`config.mk`:
```
export PLATFORM = sky130hd
export DESIGN_NAME = memory_arbiter_flat
export DESIGN_NICKNAME = d
export VERILOG_FILES = /design/src/rtl/memory_arbiter_pkg.sv /design/src/rtl/memory_arbiter_if.sv /design/src/rtl/memory_arbiter_rr_arbiter2.sv /design/src/rtl/memory_arbiter.sv /design/src/flat_wrapper.sv
export SDC_FILE = /design/constraint.sdc
export NUM_CORES = 1
export LEC_CHECK = 0
export CAP_MARGIN = 20
export CORE_AREA = 2 2 118 120
export DETAILED_ROUTE_END_ITERATION = 10
export DIE_AREA = 0 0 120 122
export GPL_ROUTABILITY_DRIVEN = 1
export HOLD_SLACK_MARGIN = 0.03
export PLACE_DENSITY = 0.6
export SETUP_SLACK_MARGIN = 0.5
export SYNTH_ARGS = -nofsm -noshare
export SYNTH_HDL_FRONTEND = slang
export SYNTH_HIERARCHICAL = 1
export SYNTH_SLANG_ARGS = --single-unit
```
`constraint.sdc`:
```
create_clock -name CLK -period 2 [get_ports CLK]
set_input_delay 0.2 -clock CLK [delete_from_list [all_inputs] [get_ports CLK]]
set_output_delay 0.2 -clock CLK [all_outputs]
set_load 0.005 [all_outputs]
```
`src/rtl/memory_arbiter_pkg.sv`:
```
// Shared types for the memory arbiter: RAM handshake states, grant owners and FSM states.
package memory_arbiter_pkg;

   typedef logic [31:0] word_t;

   typedef enum logic [1:0] {
      FREE   = 2'd0,
      BUSY   = 2'd1,
      ACCESS = 2'd2,
      ERROR  = 2'd3
   } ramstate_t;

   typedef enum logic [1:0] {
      OWN_NONE,
      OWN_DATA,
      OWN_I0,
      OWN_I1
   } mem_owner_t;

   typedef enum logic {
      ARB_IDLE,
      ARB_SERVE
   } arb_state_t;

   localparam int TCNT_W = 10;

   function automatic mem_owner_t instrOwner(input logic idx);
      return idx ? OWN_I1 : OWN_I0;
   endfunction

endpackage

```
`src/rtl/memory_arbiter_if.sv`:
```
// Requester and RAM side signals of the memory arbiter; the arbiter is the slave,
// the bus controller / cores / RAM side is the master.
interface memory_arbiter_if;
   import memory_arbiter_pkg::*;

   logic            dREN;
   logic            dWEN;
   word_t           daddr;
   word_t           dstore;
   word_t           dload;
   logic            dwait;
   logic [1:0]      iREN;
   word_t [1:0]     iaddr;
   word_t           iload;
   logic [1:0]      iwait;
   logic            ramREN;
   logic            ramWEN;
   word_t           ramaddr;
   word_t           ramstore;
   word_t           ramload;
   ramstate_t       ramstate;
   logic            err;

   modport slave (
      input  dREN, dWEN, daddr, dstore, iREN, iaddr, ramload, ramstate,
      output dload, dwait, iload, iwait, ramREN, ramWEN, ramaddr, ramstore, err
   );

   modport master (
      output dREN, dWEN, daddr, dstore, iREN, iaddr, ramload, ramstate,
      input  dload, dwait, iload, iwait, ramREN, ramWEN, ramaddr, ramstore, err
   );

endinterface

```
`src/rtl/memory_arbiter_rr_arbiter2.sv`:
```
// Two-way round-robin pointer for the fetch ports: prefers core rr, falls back to the other.
module memory_arbiter_rr_arbiter2 (
   input  logic       clk,
   input  logic       rst,
   input  logic [1:0] req_i,
   input  logic       advance_i,
   input  logic       served_i,
   output logic       grant_o
);
   logic rr_q, rr_d;

   // After serving core k the pointer moves to the other core.
   always_comb begin
      rr_d = rr_q;
      if (advance_i) begin
         rr_d = ~served_i;
      end
   end

   always_ff @(posedge clk) begin
      if (rst) begin
         rr_q <= 1'b0;
      end else begin
         rr_q <= rr_d;
      end
   end

   assign grant_o = req_i[rr_q] ? rr_q : ~rr_q;

endmodule

```
`src/rtl/memory_arbiter.sv`:
```
// Single-port RAM arbiter: the data port wins unless it has used DATA_STREAK grants in a row
// while a fetch waits; fetch ports alternate round-robin. RAM is driven live from the owner.
module memory_arbiter
   import memory_arbiter_pkg::*;
#(
   parameter int DATA_STREAK = 4,
   parameter int TIMEOUT     = 1023
) (
   input logic             CLK,
   input logic             RST,
   memory_arbiter_if.slave bus
);
   localparam int SW = $clog2(DATA_STREAK + 1);

   arb_state_t        state_q, state_d;
   mem_owner_t        owner_q, owner_d;
   logic [SW-1:0]     streak_q, streak_d;
   logic [TCNT_W-1:0] tcnt_q, tcnt_d;
   logic              err_q, err_d;

   logic dataPending, instrPending, serving, ownerIsData, curIdx;
   logic ownerLive, ramDone, complete, rrGrant;

   assign dataPending  = bus.dREN | bus.dWEN;
   assign instrPending = |bus.iREN;
   assign serving      = (state_q == ARB_SERVE);
   assign ownerIsData  = (owner_q == OWN_DATA);
   assign curIdx       = (owner_q == OWN_I1);
   assign ownerLive    = ownerIsData ? dataPending : bus.iREN[curIdx];
   assign ramDone      = (bus.ramstate == ACCESS) || (bus.ramstate == ERROR);
   assign complete     = serving & ownerLive & ramDone;

   memory_arbiter_rr_arbiter2 u_rr (
      .clk       (CLK),
      .rst       (RST),
      .req_i     (bus.iREN),
      .advance_i (complete & ~ownerIsData),
      .served_i  (curIdx),
      .grant_o   (rrGrant)
   );

   // Grant in IDLE; in SERVE finish on ACCESS/ERROR, abort on dropped request or timeout.
   always_comb begin
      state_d  = state_q;
      owner_d  = owner_q;
      streak_d = streak_q;
      tcnt_d   = tcnt_q;
      err_d    = err_q;
      case (state_q)
         ARB_IDLE: begin
            tcnt_d = '0;
            if (dataPending && ((streak_q < SW'(DATA_STREAK)) || !instrPending)) begin
               state_d = ARB_SERVE;
               owner_d = OWN_DATA;
            end else if (instrPending) begin
               state_d = ARB_SERVE;
               owner_d = instrOwner(rrGrant);
            end else begin
               owner_d  = OWN_NONE;
               streak_d = '0;
            end
         end
         ARB_SERVE: begin
            if (!ownerLive) begin
               state_d = ARB_IDLE;
               owner_d = OWN_NONE;
            end else if (ramDone) begin
               state_d = ARB_IDLE;
               owner_d = OWN_NONE;
               if (bus.ramstate == ERROR) begin
                  err_d = 1'b1;
               end
               if (!ownerIsData) begin
                  streak_d = '0;
               end else if (streak_q < SW'(DATA_STREAK)) begin
                  streak_d = streak_q + 1'b1;
               end
            end else if (tcnt_q == TCNT_W'(TIMEOUT - 1)) begin
               state_d = ARB_IDLE;
               owner_d = OWN_NONE;
               err_d   = 1'b1;
            end else begin
               tcnt_d = tcnt_q + 1'b1;
            end
         end
         default: begin
            state_d = ARB_IDLE;
            owner_d = OWN_NONE;
         end
      endcase
   end

   always_ff @(posedge CLK) begin
      if (RST) begin
         state_q  <= ARB_IDLE;
         owner_q  <= OWN_NONE;
         streak_q <= '0;
         tcnt_q   <= '0;
         err_q    <= 1'b0;
      end else begin
         state_q  <= state_d;
         owner_q  <= owner_d;
         streak_q <= streak_d;
         tcnt_q   <= tcnt_d;
         err_q    <= err_d;
      end
   end

   // A simultaneous read and write from the data port becomes a write only.
   always_comb begin
      bus.ramREN   = 1'b0;
      bus.ramWEN   = 1'b0;
      bus.ramaddr  = '0;
      bus.ramstore = '0;
      if (serving) begin
         if (ownerIsData) begin
            bus.ramWEN   = bus.dWEN;
            bus.ramREN   = bus.dREN & ~bus.dWEN;
            bus.ramaddr  = bus.daddr;
            bus.ramstore = bus.dstore;
         end else begin
            bus.ramREN  = 1'b1;
            bus.ramaddr = bus.iaddr[curIdx];
         end
      end
   end

   always_comb begin
      bus.dwait = ~(complete & ownerIsData);
      bus.dload = (complete & ownerIsData) ? bus.ramload : '0;
      bus.iwait = 2'b11;
      bus.iload = '0;
      if (complete && !ownerIsData) begin
         bus.iwait[curIdx] = 1'b0;
         bus.iload         = bus.ramload;
      end
   end

   assign bus.err = err_q;

endmodule
```
`src/flat_wrapper.sv`:
```
// flat-port wrapper written by rule: the top's interface ports become plain ports
module memory_arbiter_flat import memory_arbiter_pkg::*;
#(
   parameter int DATA_STREAK = 4,
   parameter int TIMEOUT     = 1023
)
  (CLK, RST, bus_dREN, bus_dWEN, bus_daddr, bus_dstore, bus_iREN, bus_iaddr, bus_ramload, bus_ramstate, bus_dload, bus_dwait, bus_iload, bus_iwait, bus_ramREN, bus_ramWEN, bus_ramaddr, bus_ramstore, bus_err);
  memory_arbiter_if bus_i ();
  input logic CLK;
  input logic RST;
  input wire logic [$bits(bus_i.dREN)-1:0] bus_dREN;
  input wire logic [$bits(bus_i.dWEN)-1:0] bus_dWEN;
  input wire logic [$bits(bus_i.daddr)-1:0] bus_daddr;
  input wire logic [$bits(bus_i.dstore)-1:0] bus_dstore;
  input wire logic [$bits(bus_i.iREN)-1:0] bus_iREN;
  input wire logic [$bits(bus_i.iaddr)-1:0] bus_iaddr;
  input wire logic [$bits(bus_i.ramload)-1:0] bus_ramload;
  input wire logic [$bits(bus_i.ramstate)-1:0] bus_ramstate;
  output wire logic [$bits(bus_i.dload)-1:0] bus_dload;
  output wire logic [$bits(bus_i.dwait)-1:0] bus_dwait;
  output wire logic [$bits(bus_i.iload)-1:0] bus_iload;
  output wire logic [$bits(bus_i.iwait)-1:0] bus_iwait;
  output wire logic [$bits(bus_i.ramREN)-1:0] bus_ramREN;
  output wire logic [$bits(bus_i.ramWEN)-1:0] bus_ramWEN;
  output wire logic [$bits(bus_i.ramaddr)-1:0] bus_ramaddr;
  output wire logic [$bits(bus_i.ramstore)-1:0] bus_ramstore;
  output wire logic [$bits(bus_i.err)-1:0] bus_err;
  assign bus_i.dREN = bus_dREN;
  assign bus_i.dWEN = bus_dWEN;
  assign bus_i.daddr = bus_daddr;
  assign bus_i.dstore = bus_dstore;
  assign bus_i.iREN = bus_iREN;
  assign bus_i.iaddr = bus_iaddr;
  assign bus_i.ramload = bus_ramload;
  assign bus_i.ramstate = bus_ramstate;
  assign bus_dload = bus_i.dload;
  assign bus_dwait = bus_i.dwait;
  assign bus_iload = bus_i.iload;
  assign bus_iwait = bus_i.iwait;
  assign bus_ramREN = bus_i.ramREN;
  assign bus_ramWEN = bus_i.ramWEN;
  assign bus_ramaddr = bus_i.ramaddr;
  assign bus_ramstore = bus_i.ramstore;
  assign bus_err = bus_i.err;
  memory_arbiter #(.DATA_STREAK(DATA_STREAK), .TIMEOUT(TIMEOUT)) u_core (.CLK(CLK), .RST(RST), .bus(bus_i));
endmodule
```
==> results.json, run 1 <==
{
  "vias": 4266,
  "synth_edf_count": 0,
  "h-tree-depth": 1,
  "hold_start": "u_core/bus.err",
  "min_delay_path_depth": 1,
  "final_layout_size_suffix_gt1_share_pct": 51.09,
  "critPathMaxStageDelay_ps": 370,
  "r2r-end": "u_core/u_rr/rr_q",
  "postSynthCellCount": 349,
  "io_buffers": 301,
  "antenna_found_initial": 0,
  "ios": 302,
  "cts_hold_buf": 0,
  "layout_min_cycle_time_ps": 2113,
  "syn_area_sq_um": 2579,
  "grt_pass1_wl_um": 21160,
  "path_clk_slew_ps": 50,
  "diodes": 0,
  "routed_wl_um": 16100,
  "skew_ps": 1.303,
  "ctsLongestPathBuffers": 2,
  "yosysWarnings": 6,
  "path_max_fanout": 6,
  "multi_input_area_sq_um": 2484,
  "drtIter0Drc": 145,
  "postLayoutCellArea_sq_um": 7462,
  "async_reset_ff_share_pct": 0,
  "row_count": 43,
  "routed_via_density": 4.667,
  "ys_seq_area_share_pct": 13.97,
  "grtUsageTotal_pct": 18.01,
  "max_cap_violations": 0,
  "min_path_type": "register to register",
  "grt_max_degree": 77,
  "slew_violations": 0,
  "core_sq_um": 13500,
  "firstDrtPassIters": 4,
  "r2r_setup_slack_ps": -30,
  "cp.required_ps": 1800,
  "synth_cell_types": 43,
  "dpl.cell_count": 820,
  "fp.dieH_um": 122,
  "synth_area_leaders": "and2_1 14%, dfxtp_1 14%, mux2i_1 13%, o211a_1 13%, and3_1 8.7%",
  "post-route-util_pct": 55.26,
  "path_class": "register to primary output",
  "die_x_um": 120,
  "dieArea_sq_um": 14640,
  "start_util_pct": 19.10,
  "worstReg2RegStart": "u_core/owner_q[1]",
  "gp_congestion": 0.7893,
  "cpMostUsedCell": "buf_6",
  "fin_cells": 914,
  "nFillCells": 1237,
  "crit_slowest_cell": "or3_4",
  "period_share_pct": 105.6,
  "vdd_drop_max_uv": 233.7,
  "crit_chain": "or3_4, a31o_4, and3b_2, buf_6, and2_4, buf_6",
  "nets": 907,
  "setup_slack_ps": -112.6,
  "synth_top_area_cell": "and2_1",
  "dpl_cell_area_sq_um": 5936,
  "power_density_nw_per_um2": 279.5,
  "critPathCaptureType": "primary output",
  "cts-root-buf": "clkbuf_16",
  "finalSetupViolations": 22,
  "synth_common_cells": "58 x and2_1, 44 x nand2_1, 36 x and3_1",
  "synth_top_area_share_pct": 14.07,
  "hpwl_um": 10440,
  "min_to": "u_core/bus.err",
  "yosysMostFrequentCell": "and2_1",
  "ys_dominant_reg_cell": "dfxtp_1",
  "yosys_register_bits": 18,
  "clkSinkCount": 18,
  "area_delta_synth_final_pct": 189.4,
  "arrival_ps": 1910,
  "rsz0062_at_grt": "true",
  "synth.avg_cell_area_sq_um": 7.389,
  "cts_tree": "built",
  "clock_latency_ps": 240,
  "post_drt_wl_per_cell_um": 17.62,
  "cts_inserted_buffers": 3,
  "ff2ff_path_depth": 8,
  "grt-ovfl-total": 0,
  "worst_pin_slew_ps": 385.1,
  "seqCellArea_sq_um": 372.9,
  "status": "finished with violations",
  "drc": 0,
  "slew_headroom_pct": 74.11,
  "start_kind": "register",
  "drtAntennaViolNets": 0,
  "p_leak_nw": 3.559,
  "synth.net_count": 520,
  "hold_violations": 0,
  "first_global_vias": 4100,
  "violations": "negative setup slack",
  "fmax_mhz": 473.3
}
## cell type report
| type | instances | share of cell area (%) |
|---|---|---|
| Clock buffer | 3 | 1.006 |
| Multi-Input combinational cell | 296 | 33.28 |
| Timing Repair Buffer | 412 | 57.44 |
| Sequential cell | 18 | 4.997 |
| Inverter | 5 | 0.2515 |
| Tap cell | 180 | 3.018 |
## logic make-up (layout without fill, tap and decap cells)
| family | Yosys count | after routing | share of synthesized area, % |
|---|---|---|---|
| adder cells (fa/ha/maj) | 3 | 3 | 1.456 |
| multiplexers | 34 | 34 | 13.20 |
| AO/OA/AOI/OAI | 71 | 71 | 23.00 |
| AND/OR/NAND/NOR | 184 | 188 | 41.19 |
| flip-flops | 18 | 18 | 13.97 |
| buffers and inverters | 39 | 420 | 7.181 |
## worst max path at each step
stage	from	to	slack, ps
6_report	u_core/owner_q[1]	bus_iload[5]	-110
5_1_grt	u_core/owner_q[1]	bus_iload[30]	-150
4_1_cts	u_core/owner_q[1]	bus_iload[18]	-110
3_5_place_dp	bus_dWEN	bus_iload[23]	-450
3_3_place_gp	bus_dREN	bus_iload[0]	-400
2_1_floorplan	u_core/owner_q[1]	bus_iload[22]	370
## metrics by stage
stage	worst slack (ps)	hold WS [ps]	power [W]	setup TNS, ps
after floorplan	370.8	269.1	0.0007143	0
after global placement	-398.2	453.0	0.001373	-19090
after detailed placement	-447.0	462.2	0.001384	-21920
after CTS	-114.8	475.5	0.001955	-1661
after global routing	-146.5	494.1	0.002195	-2352
final	-112.6	473.8	0.002086	-1230
## layer usage
metal	vias up	GRT usage [%]	part of all wire (%)
met4	0	3.309	2.3
li1	2043	-	-
met2	215	36.22	55
met3	20	4.213	7.7
met5	-	0	0
met1	1988	18.96	35
## placed cells by master (no fill, tap or decap), types with 7 or more instances in the layout
cell and instances:
a21oi_1 7, and2_4 63, and3_1 19, and3_4 17
buf_12 14, buf_2 41, buf_4 30, buf_6 129
clkbuf_16 10, clkbuf_2 14, clkdlybuf4s50_1 164, dfxtp_1 12
mux2i_1 33, nand2_1 40, o211a_1 33
## power breakdown
group	switching, W	leakage, nW	total [W]	internal [W]
Clock	0.000128	0.0370	0.000390	0.000263
Combinational	0.000465	3.37	0.00131	0.000849
Sequential	0.0000134	0.149	0.000382	0.000368
## critical path, delay by kind of cell, from the launching register on
kind | cells | cell delay, ps
AND/OR/NAND/NOR | 3 | 800
buffers and inverters | 2 | 250
AO/OA/AOI/OAI | 1 | 270
flip-flops | 1 | 350
## state kept, by name, indices dropped and copies added, names as in the netlist
signal            flops
u_core/streak_q       3
u_core/serving        1
u_core/owner_q        2
u_core/tcnt_q        10
u_core/u_rr/rr_q      1
u_core/bus.err        1
## timing repair
item,4_1_cts,5_1_grt
endpoints found under the setup margin,151,151
resized for setup,426,300
pin swaps,18,40
buffers inserted,40,33
gates cloned,9,9
Power figures use the tool's default switching activity.
==> inputs of run 2 (changes only) <==
--- a/config.mk
+++ b/config.mk
@@ -5,13 +5,14 @@
 export SDC_FILE = /design/constraint.sdc
 export NUM_CORES = 1
 export LEC_CHECK = 0
+export ABC_AREA = 1
 export CAP_MARGIN = 20
-export CORE_AREA = 2 2 118 120
+export CORE_AREA = 2 2 116 118
 export DETAILED_ROUTE_END_ITERATION = 10
-export DIE_AREA = 0 0 120 122
+export DIE_AREA = 0 0 118 120
 export GPL_ROUTABILITY_DRIVEN = 1
 export HOLD_SLACK_MARGIN = 0.03
-export PLACE_DENSITY = 0.6
+export PLACE_DENSITY = 0.63
 export SETUP_SLACK_MARGIN = 0.5
 export SYNTH_ARGS = -nofsm -noshare
 export SYNTH_HDL_FRONTEND = slang
==> constraint.sdc (replaced) <==
create_clock -name CLK -period 2 [get_ports CLK]
set_input_delay 0.2 -clock CLK [delete_from_list [all_inputs] [get_ports CLK]]
set_output_delay 0.2 -clock CLK [all_outputs]
set_load 0.01 [all_outputs]
==> results.json, run 2 <==
{
  "cts-root-buf": "clkbuf_16",
  "die_x_um": 118,
  "min_path_type": "register to register",
  "ys_seq_area_share_pct": 13.31,
  "h-tree-depth": 1,
  "ys_dominant_reg_cell": "dfxtp_1",
  "cts_hold_buf": 0,
  "drc": 0,
  "nets": 1070,
  "place_worst_setup_slack_ps": -269.4,
  "clkSinkCount": 18,
  "yosysWarnings": 6,
  "synth_top_area_share_pct": 29.81,
  "yosysMostFrequentCell": "nand2_1",
  "fin_cells": 1075,
  "ctsLongestPathBuffers": 2,
  "hpwl_um": 12170,
  "fp.dieH_um": 120,
  "grt_max_degree": 39,
  "start_kind": "register",
  "ios": 302,
  "fmax_mhz": 531.9,
  "arrival_ps": 1680,
  "grt_pass1_wl_um": 22660,
  "yosys_register_bits": 18,
  "start_util_pct": 20.86,
  "cp.required_ps": 1800,
  "top_regs": "u_core/tcnt_q: 10 flops, u_core/streak_q: 3 flops, u_core/owner_q: 2 flops",
  "status": "finished, final reports clean",
  "period_share_pct": 94.01,
  "synth_cell_types": 24,
  "top_register": "u_core/tcnt_q",
  "max_cap_violations": 0,
  "grt-ovfl-total": 0,
  "synth_area_leaders": "nand2_1 30%, dfxtp_1 13%, nor2_1 12%, inv_1 12%, nand3_1 8.3%",
  "path_max_fanout": 6,
  "worst_pin_slew_ps": 451.5,
  "path_clk_slew_ps": 50,
  "area_delta_synth_final_pct": 146.4,
  "layout_common_cells": "198 x nand2_1, 166 x clkdlybuf4s50_1, 84 x inv_1, 65 x nor2_1, 58 x buf_2",
  "async_reset_ff_share_pct": 0,
  "vias": 4572,
  "gp_congestion": 0.8929,
  "cts_tree": "built",
  "hold_violations": 0,
  "clock_latency_ps": 250,
  "drtAntennaViolNets": 0,
  "antenna_found_initial": 2,
  "postSynthCellCount": 563,
  "largest_reg_flops": 10,
  "dpl.cell_count": 1041,
  "row_count": 42,
  "core_sq_um": 12980,
  "setup_slack_ps": 119.8,
  "layout_min_cycle_time_ps": 1880,
  "power.total_w": 0.002266,
  "rsz0062_at_grt": "true",
  "synth_edf_count": 0,
  "p_leak_nw": 3.505,
  "power_density_nw_per_um2": 339.6,
  "synth_common_cells": "215 x nand2_1, 90 x nor2_1, 86 x inv_1",
  "first_global_vias": 4034,
  "path_class": "register to primary output",
  "firstDrtPassIters": 4,
  "finalSetupViolations": 0,
  "post_drt_wl_per_cell_um": 15.34,
  "syn_area_sq_um": 2708,
  "dieArea_sq_um": 14160,
  "final_common_cell": "nand2_1",
  "slew_headroom_pct": 69.90,
  "grtUsageTotal_pct": 20.11,
  "synth_top_area_cell": "nand2_1",
  "final_layout_size_suffix_gt1_share_pct": 30.62,
  "cts_inserted_buffers": 3,
  "slew_violations": 0,
  "routed_wl_um": 16490,
  "io_buffers": 301,
  "vdd_drop_max_uv": 260.7,
  "skew_ps": 2.940,
  "critPathCaptureType": "primary output",
  "synth.avg_cell_area_sq_um": 4.809,
  "drtIter0Drc": 261,
  "synth.net_count": 734,
  "routed_via_density": 4.253
}
==> run 2: cell count changes after synthesis, sizes merged, moves of 4 or more <==
cell	delta
a21oi	+6
and2	-67
and3	-36
buf	+4
clkbuf	-8
inv	+84
mux2i	-34
nand2	+173
nand3	+40
nor2	+119
nor2b	-4
o211a	-33
o31ai	-7
or4	-7
==> run 2: area by class of cell <==
type / instances / area (sq um)
fill: 1362 / 6307
timing repair buffer: 361 / 3397
multi-input combinational: 425 / 2241
sequential: 18 / 367.9
inverter: 90 / 355.3
tap: 176 / 220.2
clock buffer: 4 / 88.84
antenna: 1 / 2.502
==> run 2: per-stage QoR <==
step | instance area (sq um) | setup TNS, ps | utilization (%) | hold slack, ps
after detailed placement | 6100 | -15120 | 46.99 | 464.7
after floorplan | 2709 | 0 | - | 343.7
after global placement | 6100 | -14720 | 46.99 | 470.2
after CTS | 6286 | 0 | 48.43 | 486.3
after global routing | 6673 | 0 | 51.41 | 519.6
final | 6673 | 0 | 51.41 | 481.9
==> run 2: worst paths after layout <==
path                     startpoint                  to  slack [ps]  cells after the start
setup reg to reg     u_core/serving  u_core/streak_q[2]         350                      9
setup / recovery  u_core/owner_q[0]        bus_iload[7]         120                     10
hold / removal       u_core/bus.err      u_core/bus.err         480                      2
hold reg to reg      u_core/bus.err      u_core/bus.err         480                      2
==> run 2: what timing repair did <==
action                                  CTS  global route
cloned                                    2             7
setup buffers                             8            12
endpoints found under the setup margin  147           148
pin swaps                                 1            15
resized for setup                       279           321
==> run 2: report_power, final <==
group          switching (W)  internal, W
Combinational       0.000676     0.000753
Clock               0.000141     0.000305
Sequential         0.0000161     0.000375
==> run 2: critical path: stages (launching register included) <==
cell and delay (ps):
dfxtp_4 370, inv_6 50, nor2_8 160, nand2_4 70, nand3_4 70, nand2_4 70, nor2_4 120, clkinv_4 130
clkbuf_16 190, nor2_2 70, buf_2 130
==> run 2: cells by family after synthesis <==
kind of cell             synth area share, %
XOR/XNOR                               1.294
buffers and inverters                  18.02
flip-flops                             13.31
AND/OR/NAND/NOR                        61.51
AO/OA/AOI/OAI                          4.483
adder cells (fa/ha/maj)                1.386
==> run 2: routing by layer <==
metal | GRT usage (%) | up-vias | part of all wire [%] | routed length (um)
met1 | 26.51 | 2037 | 42 | 6912
li1 | - | 2337 | - | -
met2 | 34.38 | 171 | 49 | 8139
met5 | 0 | - | 0.079 | 13
met4 | 4.142 | 2 | 2.3 | 384
met3 | 3.612 | 25 | 6.3 | 1041
